[src/rtl/rotate_left_seq_if.sv]
// Operand/result bundle for the sequential left rotator/shifter.
// The master side issues requests and the slave side (the rotator) returns results.
interface rotate_left_seq_if #(
  parameter int WIDTH = 16,
  parameter int SHW   = 4
);
  logic             start;
  logic [WIDTH-1:0] In;
  logic [SHW-1:0]   ShAmt;
  logic             Op;
  logic             busy;
  logic             done;
  logic [WIDTH-1:0] Out;

  modport master (output start, In, ShAmt, Op, input  busy, done, Out);
  modport slave  (input  start, In, ShAmt, Op, output busy, done, Out);
endinterface

[src/rtl/rotate_left_seq.sv]
// Multi-cycle left rotator / logical left shifter. It moves one bit per clock.
// A start/done handshake is used, and a new request is accepted in the done cycle.
module rotate_left_seq #(
  parameter int WIDTH = 16,
  parameter int SHW   = 4
) (
  input  logic             clk,
  input  logic             rst,
  rotate_left_seq_if.slave bus
);

  typedef enum logic [1:0] {IDLE, SHIFT, DONE} state_t;

  state_t           state, state_nxt;
  logic [WIDTH-1:0] data;
  logic [SHW-1:0]   count;
  logic             op_r;
  logic [WIDTH-1:0] out_q;
  logic [WIDTH-1:0] shifted;
  logic             accept;

  // Op=1 zero-fills the LSB. Op=0 wraps the MSB around.
  assign shifted = op_r ? {data[WIDTH-2:0], 1'b0}
                        : {data[WIDTH-2:0], data[WIDTH-1]};

  assign accept = bus.start && (state == IDLE || state == DONE);

  always_ff @(posedge clk or posedge rst) begin
    if (rst) state <= IDLE;
    else     state <= state_nxt;
  end

  always_comb begin
    state_nxt = state;
    case (state)
      IDLE, DONE: begin
        if (bus.start)           state_nxt = (bus.ShAmt != '0) ? SHIFT : DONE;
        else if (state == DONE)  state_nxt = IDLE;
      end
      SHIFT: begin
        if (count == SHW'(1))    state_nxt = DONE;
      end
      default:                   state_nxt = IDLE;
    endcase
  end

  always_ff @(posedge clk or posedge rst) begin
    if (rst) begin
      data  <= '0;
      count <= '0;
      op_r  <= 1'b0;
      out_q <= '0;
    end else if (accept) begin
      data  <= bus.In;
      count <= bus.ShAmt;
      op_r  <= bus.Op;
      if (bus.ShAmt == '0) out_q <= bus.In;
    end else if (state == SHIFT) begin
      data  <= shifted;
      count <= count - SHW'(1);
      if (count == SHW'(1)) out_q <= shifted;
    end
  end

  // Outputs decode registered state only, so inputs have no combinational path to them.
  assign bus.busy = (state == SHIFT);
  assign bus.done = (state == DONE);
  assign bus.Out  = out_q;

endmodule

[src/flat_wrapper.sv]
// flat-port wrapper written by rule: the top's interface ports become plain ports
module rotate_left_seq_flat 
#(
  parameter int WIDTH = 16,
  parameter int SHW   = 4
)
  (clk, rst, bus_start, bus_In, bus_ShAmt, bus_Op, bus_busy, bus_done, bus_Out);
  rotate_left_seq_if #(.WIDTH(WIDTH), .SHW(SHW)) bus_i ();
  input  logic clk;
  input  logic rst;
  input wire logic [$bits(bus_i.start)-1:0] bus_start;
  input wire logic [$bits(bus_i.In)-1:0] bus_In;
  input wire logic [$bits(bus_i.ShAmt)-1:0] bus_ShAmt;
  input wire logic [$bits(bus_i.Op)-1:0] bus_Op;
  output wire logic [$bits(bus_i.busy)-1:0] bus_busy;
  output wire logic [$bits(bus_i.done)-1:0] bus_done;
  output wire logic [$bits(bus_i.Out)-1:0] bus_Out;
  assign bus_i.start = bus_start;
  assign bus_i.In = bus_In;
  assign bus_i.ShAmt = bus_ShAmt;
  assign bus_i.Op = bus_Op;
  assign bus_busy = bus_i.busy;
  assign bus_done = bus_i.done;
  assign bus_Out = bus_i.Out;
  rotate_left_seq #(.WIDTH(WIDTH), .SHW(SHW)) u_core (.clk(clk), .rst(rst), .bus(bus_i));
endmodule
[config.mk]
export PLATFORM = sky130hd
export DESIGN_NAME = rotate_left_seq_flat
export DESIGN_NICKNAME = d
export VERILOG_FILES = /design/src/rtl/rotate_left_seq_if.sv /design/src/rtl/rotate_left_seq.sv /design/src/flat_wrapper.sv
export SDC_FILE = /design/constraint.sdc
export NUM_CORES = 1
export LEC_CHECK = 0
export BUFFER_PORTS_ARGS = -buffer_cell sky130_fd_sc_hd__buf_4
export CORE_ASPECT_RATIO = 0.6
export CORE_MARGIN = 2
export CORE_UTILIZATION = 57
export CTS_CLUSTER_DIAMETER = 80
export CTS_CLUSTER_SIZE = 12
export DETAILED_ROUTE_END_ITERATION = 8
export GPL_ROUTABILITY_DRIVEN = 0
export GPL_TIMING_DRIVEN = 0
export PLACE_DENSITY_LB_ADDON = 0.1
export SYNTH_ARGS = -nofsm -noshare
export SYNTH_HDL_FRONTEND = slang
export SYNTH_SLANG_ARGS = --single-unit
[constraint.sdc]
create_clock -name clk -period 5.1 [get_ports clk]
set_input_delay 1.275 -clock clk [delete_from_list [all_inputs] [get_ports clk]]
set_output_delay 1.275 -clock clk [all_outputs]
set_load 0.01 [all_outputs]
==> results of run 1 <==
layout by cell type, fill, tap and decap left out, types with 2 or more instances in the layout:
cell type,synthesis,final
nand3b_1,2,2
buf_2,6,6
clkbuf_8,0,5
dfrtp_1,39,39
ha_1,2,2
nor2b_1,2,2
a31oi_1,16,16
clkbuf_1,5,7
o22ai_1,2,2
mux2_2,2,2
mux2i_1,15,15
nand2b_1,3,3
inv_1,5,4
a221oi_1,15,15
nand2_1,34,34
buf_4,3,44
nor3_1,2,2
o21ai_0,18,18
metrics by stage:
step	instances	worst slack (ps)
after floorplan	182	2680
after global placement	268	2360
after detailed placement	268	2360
after CTS	276	2230
after global routing	276	2150
final	276	2190
state kept, by name (all words and copies together), names as in the netlist:
register / flops
u_core.bus.Out: 16
u_core.data: 16
u_core.count: 4
u_core.state: 2
u_core.op_r: 1
cell families (layout without fill, tap and decap cells):
| family | Yosys count | in the layout | synth area share |
|---|---|---|---|
| flops | 39 | 39 | 0.517 |
| mux | 18 | 18 | 0.0974 |
| simple gates | 47 | 47 | 0.121 |
| compound gates | 54 | 54 | 0.192 |
| xor+xnor | 1 | 1 | 0.00464 |
| buf+inv | 21 | 70 | 0.0557 |
| fa+ha+maj | 2 | 2 | 0.0133 |
routing by layer:
metal	wire (microns)	part of all wire
met3	541	0.11
met5	0	0
met1	2070	0.42
met2	2310	0.46
met4	51	0.010
worst paths after layout:
kind,start,end,cells after the start
worst max-delay path,u_core.state[1],bus_busy,5
worst min-delay path,u_core.op_r,u_core.op_r,2
worst max register to register,u_core.count[1],u_core.bus.Out[0],6
worst min register to register,u_core.op_r,u_core.op_r,2
max in group asynchronous,rst,u_core.data[4],2
min in group asynchronous,rst,u_core.count[3],2
power by group through the flow:
stage | combinational (mW) | sequential (mW) | clock, mW
2_1_floorplan | 0.447 | 0.582 | 0
3_3_place_gp | 0.692 | 0.569 | 0
3_5_place_dp | 0.717 | 0.576 | 0
4_1_cts | 0.722 | 0.571 | 0.201
5_1_grt | 0.799 | 0.595 | 0.216
6_report | 0.727 | 0.576 | 0.201
area by class of cell:
cell class | count | area [sq um]
fillers | 234 | 870
clock inverters | 1 | 5.00
repair buffers | 41 | 308
well taps | 45 | 56.3
flip-flops and latches | 39 | 976
multi-input cells | 122 | 807
inverters | 5 | 18.8
clock buffers | 7 | 76.3
plain buffers | 16 | 86.3
critical path: cells and delay by family (launching register included):
family	cells	cell delay, ps
flops	1	400
buf+inv	4	770
simple gates	1	160
==> results.txt, run 1 <==
Post-layout nets: 256
minimum clock period: 2910 ps
GR Util met3: 0.0616
CTS Buf Count: 5
# Post-CTS Setup Buffers: 0
Seq pwr share: 0.383
clk_lat worst skew: 290 ps
ANT cells: 0
Reg2Reg Setup Slack: 3130 ps
Setup crit end kind: output pin
RSZ-0062 raised after global routing: no
finished layout cell area: 2330 sq um
Placeable Area: 3200 sq um
total power: 1.50 mW
P_sw: 608 uW
Synth Register Bits: 39
Top FF cell, synth: dfrtp_1
maximum clock rate: 0.343 GHz
final setup violating endpoints: 0
fin. max-slew vios: 0
first-pass GRT wire length: 8220 microns
PostCTS Resize Cnt: 0
worst hold path class: reg2reg
Synth Instances: 182
top cells by count, synth: dfrtp_1, nand2_1, o21ai_0
Iteration-0 DRC Markers: 205
share of layout cells above drive strength 1: 0.268
WL/cell: 18.0 microns
Routed Antenna Nets: 0
Placement Cell Area: 2250 sq um
status: finished, final reports clean
most frequent cell after synthesis: dfrtp_1
Area growth, synth to finish: 23.6%
GRT overflow: 0
Port Buffer Count: 41
synthesized net count: 208
vias in the first global route: 1696
TritonCTS clock tree: yes
top-area cell type share of the netlist area: 0.517
GRT Max-Usage Layer: met2
final WL: 4970 microns
Final Cycle Share: 0.571
Final TNS setup: 0 ps
hold_ws: 495 ps
CP Data Arrival Time: 1640 ps
EDFF count, synth: 0
Initial DRT Pass Iterations: 5
clk sink count: 39
CTS H-tree lvls: 2
Clock power frac: 0.134
Yosys warnings: 0
via/cell ratio: 6.13
met2 usage: 0.440
Switching Fraction: 0.404
# rows: 16
PD cells: 645 nW/um^2
fraction of synthesis flops using an asynchronous set or reset pin: 1.00
cell taking the most area after synthesis: dfrtp_1
internal power: 896 uW
fin util: 0.729
Leak: 1.08 nW
Initial Util: 0.589
Post-DP HPWL: 3430 microns
Crit path required time: 3830 ps
crit-path max FO: 10
crit path kind: reg2out
synth top area cells: dfrtp_1, mux2i_1, a221oi_1
most frequent CP cell: buf_4
Slowest cell on crit path: dfrtp_1
vias: 1693
gr usage total: 0.287
initial antenna violation count: 0
mapped cell area: 1890 sq um
average size of a mapped cell: 10.4 sq um
crit path launch type: register
Worst slew margin: 0.462
Comb pwr share: 0.483
DRC viols: 0
register area share after synthesis: 0.517
worst-margin pin slew: 805 ps
die height: 48.6 microns
largest net degree at the start of global routing: 40
Cell variety after synth: 28
Die Wd: 78.3 microns
I/O pin cnt: 42
GR Util met1: 0.407
CTS Root Cell: clkbuf_8
crit path cell chain: nand2b_1 -> inv_1 -> buf_4 -> buf_2 -> buf_4
peak supply drop: 0.000304 V
Layout Skew: 3.28 ps
Final Hold Vio Count: 0
Max-Cap Viols: 0
CTS max path bufs: 2
hold_buf cts: 0
Clk pin slew, worst setup/hold paths: 70 ps
max incr delay on CP: 400 ps
Die Area: 3800 sq um
Power figures use the tool's default switching activity.
==> run 2, diff against run 1 <==
CORE_UTILIZATION = 53   (was 57)
clock period = 2.7 ns   (was 5.1 ns; I/O delays follow)
==> run 2 against run 1 <==
Against the previous run: hold slack worse by 1.9 ps; sequential share of layout area shrank 0.33 points; count of clock-buffer cells in the layout rose by 1; global-route usage down 2.7 points; non-clock buffer count stayed put; register-to-register slack got worse by 2400 ps; design area up 0.80%; clock power up 120%; die area increased by 7.0%; sequential power is 89% higher; worst setup slack lost 1800 ps.
==> results.txt, run 2 (same netlist as run 1, synthesis figures left out) <==
Initial DRT Pass Iterations: 4 (-1)
I/O pin cnt: 42 (unchanged)
initial antenna violation count: 0 (unchanged)
vias in the first global route: 1594 (-6.0%)
start point of the critical path: u_core.state[1]
TritonCTS clock tree: yes
die height: 50.2 microns (+3.4%)
Seq. cell area: 976 sq um (unchanged)
clk sink count: 39 (unchanged)
Area growth, synth to finish: 24.6%
Post-layout nets: 256 (unchanged)
Final Hold Vio Count: 0 (unchanged)
maximum clock rate: 0.433 GHz
DP Cell Count: 268 (unchanged)
# rows: 16 (unchanged)
ANT cells: 0 (unchanged)
hold_sp: u_core.op_r
crit-path max FO: 10 (unchanged)
via/cell ratio: 6.10 (-0.59%)
# Post-CTS Setup Buffers: 0 (unchanged)
Worst slew margin: 0.462 (-0.000789)
Initial Util: 0.568 (-0.0213)
hold_buf cts: 0 (unchanged)
share of layout cells above drive strength 1: 0.273 (+0.00433)
WL/cell: 17.7 microns (-1.5%)
worst-margin pin slew: 807 ps (+1.18 ps)
Routed Antenna Nets: 0 (unchanged)
Fillers: 271 (+16%)
largest net degree at the start of global routing: 40 (unchanged)
minimum clock period: 2310 ps
gr usage total: 0.260 (-0.0271)
Setup crit end kind: output pin
Final Cycle Share: 0.856
Iteration-0 DRC Markers: 142 (-31%)
Crit path required time: 2030 ps (-1800 ps)
CP Data Arrival Time: 1630 ps (about the same)
Final Non-Filler Cells: 276 (unchanged)
Die Wd: 81.1 microns (+3.5%)
fin. max-slew vios: 0 (unchanged)
Final TNS setup: 0 ps (unchanged)
status: finished, final reports clean
Clk pin slew, worst setup/hold paths: 70 ps (about the same)
CTS H-tree lvls: 2 (unchanged)
final WL: 4900 microns (-1.5%)
CTS Buf Count: 5 (unchanged)
clk_lat worst skew: 290 ps (about the same)
PostCTS Resize Cnt: 0 (unchanged)
Post-DP HPWL: 3380 microns (-1.6%)
RSZ-0062 raised after global routing: no
CTS max path bufs: 2 (unchanged)
commonest non-fill, non-tap cell in the layout: buf_4
fin util: 0.708 (-0.0207)
worst hold path class: reg2reg
DRC viols: 0 (unchanged)
crit path kind: reg2out
Layout Skew: 3.26 ps (-0.0223 ps)
CTS Root Cell: clkbuf_8
Max-Cap Viols: 0 (unchanged)
Leak: 1.09 nW (+0.86%)
Placeable Area: 3320 sq um (+3.8%)
highest-count cells in the layout ignoring fill and taps: buf_4, dfrtp_1, nand2_1
PD cells: 1230 nW/um^2 (+91%)
footprint of the multi-input gates: 807 sq um (unchanged)
Die Area: 4070 sq um (+7.0%)
Reg2Reg Setup Slack: 770 ps (-2360 ps)
first-pass GRT wire length: 7800 microns (-5.1%)
Port Buffer Count: 41 (unchanged)
GRT overflow: 0 (unchanged)
vias: 1683 (-0.59%)
Worst R2R Start: u_core.count[1]
crit path launch type: register
peak supply drop: 0.000624 V (+110%)
final setup violating endpoints: 0 (unchanged)
-- run 2: cell count changes in the layout (fill, tap and decap cells not counted), sizes merged --
cell / delta
clkinv: -1
clkbuf: +1
-- run 2: layer usage --
layer  share of wire  global-route usage
met1            0.43               0.374
met2            0.44               0.383
met3            0.10              0.0629
met4           0.019               0.102
met5               0                   0
-- run 2: cell type report --
class,instances,area share
Buffer,16,0.0367
Clock buffer,8,0.0426
Inverter,5,0.00798
Multi-Input combinational cell,122,0.343
Sequential cell,39,0.415
Tap cell,45,0.0239
Timing Repair Buffer,41,0.131
-- run 2: through the flow --
step	total power [mW]	instance area (sq um)	setup WS [ps]	hold slack (ps)
after CTS	2.88	2350	435	493
after global routing	3.08	2350	312	528
after floorplan	1.94	1890	876	437
after global placement	2.39	2250	564	459
after detailed placement	2.44	2250	546	476
final	2.89	2350	390	493
-- run 2: final timing paths --
kind,depth (start not counted),endpoint
min,2,u_core.op_r
max,5,bus_busy
max in group asynchronous,2,u_core.data[14]
min reg2reg,2,u_core.op_r
max reg2reg,6,u_core.bus.Out[0]
min in group asynchronous,2,u_core.bus.Out[9]
-- run 2: power by group --
part           switching, mW  internal (mW)  total [mW]
combinational          0.736          0.631        1.37
clock                  0.201          0.233       0.434
sequential             0.211          0.881        1.09
total                   1.15           1.74        2.89
-- run 2: worst max-delay path: stages, from the launching register on --
cell and delay [ps]:
dfrtp_1 390, nand2b_1 150, inv_1 120, buf_4 230, buf_2 280, buf_4 170
==> run 3, diff against run 2 <==
CORE_UTILIZATION = 48   (was 53)
clock period = 1.9 ns   (was 2.7 ns; I/O delays follow)
==> run 3 against run 2 <==
Against the previous run: core utilization decreased by 7.0 points; design area grew 0.90%; worst setup slack lost 330 ps; critical endpoint unchanged.
==> results.txt, run 3 (same netlist as run 1, synthesis figures left out) <==
status: finished, final reports clean
Comb pwr share: 0.469 (-0.004)
CTS max path bufs: 2 (unchanged)
Slowest cell on crit path: dfrtp_1
WL met1: 2320 microns (+9.3%)
minimum clock period: 1840 ps
Area growth, synth to finish: 25.7%
footprint of the multi-input gates: 813 sq um (+0.78%)
finished layout cell area: 2370 sq um (+0.90%)
Post-DP HPWL: 3530 microns (+4.5%)
ANT cells: 0 (unchanged)
I/O pin cnt: 42 (unchanged)
commonest non-fill, non-tap cell in the layout: buf_4
worst hold path class: in2async
Initial DRT Pass Iterations: 4 (unchanged)
first-pass GRT wire length: 8160 microns (+4.7%)
CP Data Arrival Time: 1370 ps (-260 ps)
Final Hold Vio Count: 0 (unchanged)
peak supply drop: 0.00100 V (+61%)
RSZ-0062 raised after global routing: no
Layout Skew: 4.14 ps (+0.879 ps)
worst-margin pin slew: 837 ps (+30.6 ps)
PD cells: 1770 nW/um^2 (+44%)
Port Buffer Count: 41 (unchanged)
crit-path max FO: 19 (+9)
final WL: 5040 microns (+3.0%)
TritonCTS clock tree: yes
largest net degree at the start of global routing: 40 (unchanged)
via/cell ratio: 6.00 (-1.6%)
crit path kind: reg2out
Die Wd: 85.0 microns (+4.8%)
Clock power frac: 0.159 (+0.009)
Worst slew margin: 0.441 (-0.0205)
maximum clock rate: 0.543 GHz
Clk pin slew, worst setup/hold paths: 80 ps (about the same)
highest-count cells in the layout ignoring fill and taps: buf_4, dfrtp_1, nand2_1
Die Area: 4470 sq um (+9.7%)
total power: 4.19 mW (+45%)
fin util: 0.638 (-0.0702)
P_sw: 1.64 mW (+42%)
Switching Fraction: 0.390 (-0.00692)
CTS H-tree lvls: 2 (unchanged)
clk_lat worst skew: 290 ps (about the same)
vias in the first global route: 1622 (+1.8%)
max incr delay on CP: 400 ps (about the same)
Crit path required time: 1420 ps (-610 ps)
WL met3: 351 microns (-31%)
Fillers: 319 (+18%)
Setup crit end kind: output pin
Placeable Area: 3720 sq um (+12%)
gr usage total: 0.246 (-0.0142)
Iteration-0 DRC Markers: 89 (-37%)
CTS Root Cell: clkbuf_8
GRT overflow: 0 (unchanged)
Placement Cell Area: 2250 sq um (+0.11%)
Final Cycle Share: 0.969
fin. max-slew vios: 0 (unchanged)
Seq pwr share: 0.373 (-0.004)
clk sink count: 39 (unchanged)
# rows: 17 (+1)
Routed Antenna Nets: 0 (unchanged)
Post-layout nets: 256 (unchanged)
initial antenna violation count: 0 (unchanged)
vias: 1662 (-1.2%)
Leak: 1.10 nW (+0.64%)
Seq. cell area: 976 sq um (unchanged)
buffers and inverters on the worst path: 3 (-1)
crit path launch type: register
max layer used: met4
Max-Cap Viols: 0 (unchanged)
internal power: 2.56 mW (+47%)
WL/cell: 18.2 microns (+2.6%)
CP top delay family: buffers and inverters
crit path cell chain: nand2b_1 -> inv_1 -> buf_8 -> buf_4
final setup violating endpoints: 0 (unchanged)
share of layout cells above drive strength 1: 0.270 (-0.00316)
DRC viols: 0 (unchanged)
Initial Util: 0.507 (-0.0609)
die height: 52.6 microns (+4.7%)
DR WL met2: 2330 microns (+7.3%)
CTS Buf Count: 5 (unchanged)
## run 3: final timing paths
kind | from | to | slack, ps | cells past startpoint
max | u_core.state[1] | bus_busy | 60 | 4
min | rst | u_core.bus.Out[11] | 360 | 2
max reg2reg | u_core.state[0] | u_core.bus.Out[1] | 140 | 5
min reg2reg | u_core.bus.Out[0] | u_core.bus.Out[0] | 490 | 1
max in group asynchronous | rst | u_core.data[4] | 1010 | 2
min in group clk | bus_Op | u_core.op_r | 400 | 3
## run 3: final cells by class
class | count | share of cell area
sequential | 39 | 0.411
multi-input combinational | 122 | 0.343
timing repair buffer | 42 | 0.133
buffer | 15 | 0.0374
clock buffer | 6 | 0.0306
tap | 47 | 0.0248
clock inverter | 1 | 0.0127
inverter | 5 | 0.00791
## run 3: routing by layer
| metal | vias up | track usage |
|---|---|---|
| li1 | 764 | - |
| met1 | 826 | 0.332 |
| met2 | 66 | 0.387 |
| met3 | 6 | 0.0693 |
| met4 | 0 | 0.0820 |
| met5 | - | 0 |
## run 3: metrics by stage
step / hold WS [ps] / worst slack, ps / instances / TNS [ps]
floorplan: 437 / 276 / 182 / 0
global placement: 461 / -48.1 / 270 / -48.1
detailed placement: 484 / -58.8 / 270 / -58.8
CTS: 380 / 55.0 / 276 / 0
global route: 401 / 5.49 / 277 / 0
finish: 359 / 59.2 / 277 / 0
## run 3: power by group through the flow
stage	Combinational, mW	Sequential (mW)	Clock, mW
after global routing	2.19	1.61	0.710
final	1.97	1.56	0.665
after global placement	1.87	1.53	0
after CTS	1.94	1.56	0.679
after floorplan	1.20	1.56	0
after detailed placement	1.93	1.56	0
## run 3: timing repair
action / in CTS / in global routing
pin swaps: 0 / 0
resized for setup: 2 / 1
endpoints found under the setup margin: 2 / 2
hold buffers: 0 / 0
setup buffers: 0 / 1
